File: src/rtl/image_scanner.sv
// Pixel address scanner with a one-entry valid/ready output register and a frame-done pulse.
// Define IMAGE_SCANNER_SERPENTINE_EN for serpentine order (odd rows scan right-to-left).
module image_scanner #(
  parameter  int H_PIXELS = 16,
  parameter  int V_PIXELS = 16,
  parameter  int DATA_W   = 16,
  localparam int XW       = $clog2(H_PIXELS),
  localparam int YW       = $clog2(V_PIXELS)
) (
  input  logic              clk,
  input  logic              nrst,
  input  logic              start,
  input  logic              clear,
  input  logic [DATA_W-1:0] pix_in,
  output logic [XW-1:0]     x,
  output logic [YW-1:0]     y,
  output logic [DATA_W-1:0] data_out,
  output logic              out_valid,
  input  logic              out_ready,
  output logic              out_eol,
  output logic              out_last,
  output logic              busy,
  output logic              frame_done
);

  typedef enum logic [1:0] {IDLE, SCAN, DRAIN} state_e;

  localparam logic [XW-1:0] XMAX = XW'(H_PIXELS - 1);
  localparam logic [YW-1:0] YMAX = YW'(V_PIXELS - 1);

  state_e state_q, state_d;

  logic [XW-1:0]     x_q, x_d;
  logic [YW-1:0]     y_q, y_d;
  logic [DATA_W-1:0] data_q, data_d;
  logic              valid_q, valid_d;
  logic              eol_q, eol_d;
  logic              last_q, last_d;
  logic              done_q, done_d;

  logic adv, accept, rowEnd, lastRow, lastPixel;

  // The output register takes a new beat whenever it is empty or being emptied.
  assign accept    = valid_q & out_ready;
  assign adv       = (state_q == SCAN) & (~valid_q | out_ready);
  assign lastRow   = (y_q == YMAX);
`ifdef IMAGE_SCANNER_SERPENTINE_EN
  assign rowEnd    = y_q[0] ? (x_q == '0) : (x_q == XMAX);
`else
  assign rowEnd    = (x_q == XMAX);
`endif
  assign lastPixel = rowEnd & lastRow;

  always_ff @(posedge clk or negedge nrst) begin
    if (!nrst) state_q <= IDLE;
    else       state_q <= state_d;
  end

  always_comb begin
    state_d = state_q;
    if (clear) begin
      state_d = IDLE;
    end else begin
      case (state_q)
        IDLE:    if (start) state_d = SCAN;
        SCAN:    if (adv && lastPixel) state_d = DRAIN;
        DRAIN:   if (accept && last_q) state_d = IDLE;
        default: state_d = IDLE;
      endcase
    end
  end

  always_comb begin
    busy = (state_q != IDLE);
  end

  // Address returns to the origin whenever the scanner is (or is about to be) idle.
  always_comb begin
    x_d = x_q;
    y_d = y_q;
    if (state_d == IDLE) begin
      x_d = '0;
      y_d = '0;
    end else if (adv && !lastPixel) begin
`ifdef IMAGE_SCANNER_SERPENTINE_EN
      if (rowEnd)      y_d = y_q + 1'b1;
      else if (y_q[0]) x_d = x_q - 1'b1;
      else             x_d = x_q + 1'b1;
`else
      if (rowEnd) begin
        x_d = '0;
        y_d = y_q + 1'b1;
      end else begin
        x_d = x_q + 1'b1;
      end
`endif
    end
  end

  always_comb begin
    data_d  = data_q;
    valid_d = valid_q;
    eol_d   = eol_q;
    last_d  = last_q;
    if (clear) begin
      valid_d = 1'b0;
      eol_d   = 1'b0;
      last_d  = 1'b0;
    end else if (adv) begin
      data_d  = pix_in;
      valid_d = 1'b1;
      eol_d   = rowEnd;
      last_d  = lastPixel;
    end else if (accept) begin
      valid_d = 1'b0;
    end
  end

  assign done_d = ~clear & (state_q == DRAIN) & accept & last_q;

  always_ff @(posedge clk or negedge nrst) begin
    if (!nrst) begin
      x_q     <= '0;
      y_q     <= '0;
      data_q  <= '0;
      valid_q <= 1'b0;
      eol_q   <= 1'b0;
      last_q  <= 1'b0;
      done_q  <= 1'b0;
    end else begin
      x_q     <= x_d;
      y_q     <= y_d;
      data_q  <= data_d;
      valid_q <= valid_d;
      eol_q   <= eol_d;
      last_q  <= last_d;
      done_q  <= done_d;
    end
  end

  assign x          = x_q;
  assign y          = y_q;
  assign data_out   = data_q;
  assign out_valid  = valid_q;
  assign out_eol    = eol_q;
  assign out_last   = last_q;
  assign frame_done = done_q;

endmodule

File: config.mk
export PLATFORM = sky130hd
export DESIGN_NAME = image_scanner
export DESIGN_NICKNAME = d
export VERILOG_FILES = /design/src/rtl/image_scanner.sv
export SDC_FILE = /design/constraint.sdc
export NUM_CORES = 1
export LEC_CHECK = 0
export CAP_MARGIN = 20
export CORE_MARGIN = 2
export CORE_UTILIZATION = 45
export CTS_BUF_LIST = sky130_fd_sc_hd__clkbuf_4 sky130_fd_sc_hd__clkbuf_8
export DETAILED_ROUTE_END_ITERATION = 8
export DONT_BUFFER_PORTS = 1
export PLACE_DENSITY = 0.61
export SETUP_SLACK_MARGIN = 0.4
export SLEW_MARGIN = 10
export SYNTH_ARGS = -nofsm -noshare
export SYNTH_HDL_FRONTEND = slang
export SYNTH_SLANG_ARGS = --single-unit
export TNS_END_PERCENT = 5
File: constraint.sdc
create_clock -name clk -period 2.7 [get_ports clk]
set_input_delay 0.54 -clock clk [delete_from_list [all_inputs] [get_ports clk]]
set_output_delay 0.54 -clock clk [all_outputs]
set_load 0.02 [all_outputs]
==> results by group <==
Status
  • Status: complete, no violations

Power
  • Clock power frac: 28.2%
  • Net Sw Frac: 29.8%
  • P_sw: 0.302 mW
  • Static leakage: around 0.66 nW
  • VDD IR max: around 440 µV
  • Seq pwr share: about 60%
  • Cell Int Power: just over 0.7 mW
  • Total power: slightly above 1 mW
  • P per Cell Area: 673 nW/µm²
  • Comb power frac: 11.6%

Clocking
  • Post-CTS Hold Buffers: 1
  • CTS Buf Count: 5
  • Clk slew on worst S/H paths: 0.10 ns
  • Number of setup buffers added after CTS: 0
  • Root buf cell: clkbuf_4
  • Clock Path Buffers: 2
  • H-tree depth: 2
  • Cts repair resizes: 0
  • Clk sinks: 30
  • TritonCTS clock tree: built
  • Clk_lat worst skew: 0.33 ns

Drt
  • Met2 WL: about 1200 µm
  • Drt wl/cell: between 15 and 20 µm
  • Final WL: approximately 2500 µm
  • Number of vias per cell: approximately 6
  • Vias: 853
  • Routed Antenna Nets: 0
  • Met1 WL: between 1000 and 1500 µm
  • DRC Markers: 0
  • Top Metal Used: met4
  • Iteration-0 DRC Markers: 36
  • First drt pass iteration count: 4
  • Met3 WL: roughly 180 µm

Setup path
  • Slowest stage cell on the critical path: dfrtp_1
  • CP Max Fanout: 6
  • Critical Path, Cell by Cell: ha_1 -> and3_1 -> nor4_4 -> mux2i_1 -> nor2_1
  • Required @ worst endpoint: 2.92 ns
  • Startpoint types: flip-flop
  • Delay-heaviest family, CP: simple AND/OR/NAND/NOR gates
  • Worst Path Buf+Inv: 0
  • Crit path largest cell delay: 0.49 ns
  • Critical Path Stages: 5
  • Crit path DAT: approximately 2.0 ns
  • Critical path class: reg -> reg
  • R2R depth: 5
  • Crit. End Element: flip-flop

Timing
  • Relative slew slack: 76.9%
  • Setup TNS: 0 ns
  • Worst Skew: about 0.011 ns
  • Measured slew at the worst slew-check pin: ~0.35 ns
  • Final setup violation count: 0
  • Hold slack: approximately 0.26 ns
  • F_max: 554 MHz
  • RSZ-0062 raised after global routing: false
  • Final min period: 1.80 ns
  • Final hold viol count: 0
  • Pins Over Slew Limit: 0
  • Final period utilization: 66.8%

Global route
  • Grt ovf: 0
  • Largest net degree at the start of global routing: 31
  • Tot GR Track Use: approximately 15%
  • Initial antenna violation count: 0
  • First-pass GRT wire length: 3840 µm
  • Number of global-route vias before repair: ~850

Die
  • Die H: between 50 and 60 µm
  • Initial core utilization: between 40% and 50%
  • Die width: roughly 60 µm
  • Die area: 3580 µm²
  • Core footprint: ~3000 µm²
  • Row cnt: 20
  • Ports: 50

Synth
  • #FFs+latches synth: 30
  • Register area share after synthesis: around 53%
  • Syn_nets: 128
  • Distinct cells, synth: 37
  • Number of flops mapped to enable cells by yosys: 0
  • Cell area after synthesis: 1400 µm²
  • Synth area leader: dfrtp_1
  • Share of the synthesized area in the top cell type: approximately 53%
  • Mapped Cells: 105
  • Syn_area_per_cell: approximately 13 µm²
  • Post-synthesis async set-or-reset flop share: 100%
  • Warnings from Yosys: 0
  • Largest cells by area after synthesis: dfrtp_1, mux2_4, mux2_2
  • Synth Flop Type: dfrtp_1

Cells and area
  • Fin util: 50.2%
  • Area delta synth->final: 7.40%
  • Commonest non-fill, non-tap cell in the layout: dfrtp_1
  • Post-route cell area: roughly 1500 µm²
  • Post-layout net count: 134
  • N_diodes: 0
  • Fraction of layout instances using a drive strength above 1: between 30% and 40%
  • Most frequent cells in the layout: dfrtp_1, mux2_4, a21oi_1

Worst hold path
  • Min-delay worst type: in -> reg
  • Hold Crit Depth: 1

Placed design
  • Area of placed instances: about 1400 µm²
  • Gp weighted congestion: a little over 0.7
  • DP HPWL: 1820 µm
  • Port Buffers: 0

Run
  • Max Cap Viol: 0
==> metrics by stage <==
step,instances,setup WS [ns]
after floorplan,105,1.00
after global placement,135,0.966
after detailed placement,135,0.903
after CTS,144,0.900
after global routing,145,0.799
final,145,0.895
==> cell usage after synthesis, types with 2 or more instances <==
master,n
nor3_1,2
dfrtp_1,30
nand3_1,6
nand2_1,5
mux2i_1,2
a21oi_1,7
mux2_2,6
and3_1,2
ha_1,2
nor2_1,6
mux2_4,10
or3_1,2
==> layer usage <==
metal	track usage (%)	up-vias
li1	-	399
met1	18.4	422
met2	21.6	28
met3	8.23	4
met4	6.67	0
met5	0	-
==> registers in the layout (all words and copies together), names as in the netlist <==
register / count
x: 4
frame_done: 1
state_q: 2
out_eol: 1
out_valid: 1
out_last: 1
y: 4
data_out: 16
==> power by group through the flow <==
stage,sequential [mW],clock [mW],combinational (mW)
after global routing,0.619,0.318,0.127
after floorplan,0.608,0,0.101
final,0.611,0.286,0.117
after CTS,0.613,0.296,0.118
after global placement,0.621,0,0.103
after detailed placement,0.622,0,0.105
==> final cells by class <==
| cell class | instances | area (µm²) |
|---|---|---|
| fill | 274 | 1500 |
| sequential | 30 | 751 |
| multi-input combinational | 72 | 622 |
| clock buffer | 7 | 58.8 |
| tap | 33 | 41.3 |
| timing repair buffer | 2 | 30.0 |
| clock inverter | 1 | 5.00 |
==> path summary, 6_finish.rpt <==
path,start,end,slack [ns]
worst max-delay path,y[0],y[1],0.90
worst max register to register,y[0],y[1],0.90
min in group asynchronous,nrst,x[3],0.64
max in group asynchronous,nrst,out_eol,1.89
worst min register to register,state_q[0],frame_done,0.58
worst min-delay path,clear,out_valid,0.26
==> cell families after synthesis <==
family,share of synthesized area [%]
simple gates,18.6
flops,53.5
mux,16.9
compound gates,6.33
buf+inv,2.23
fa+ha+maj,1.78
xor+xnor,0.624
Note: power is estimated with default switching activity, not from simulation.
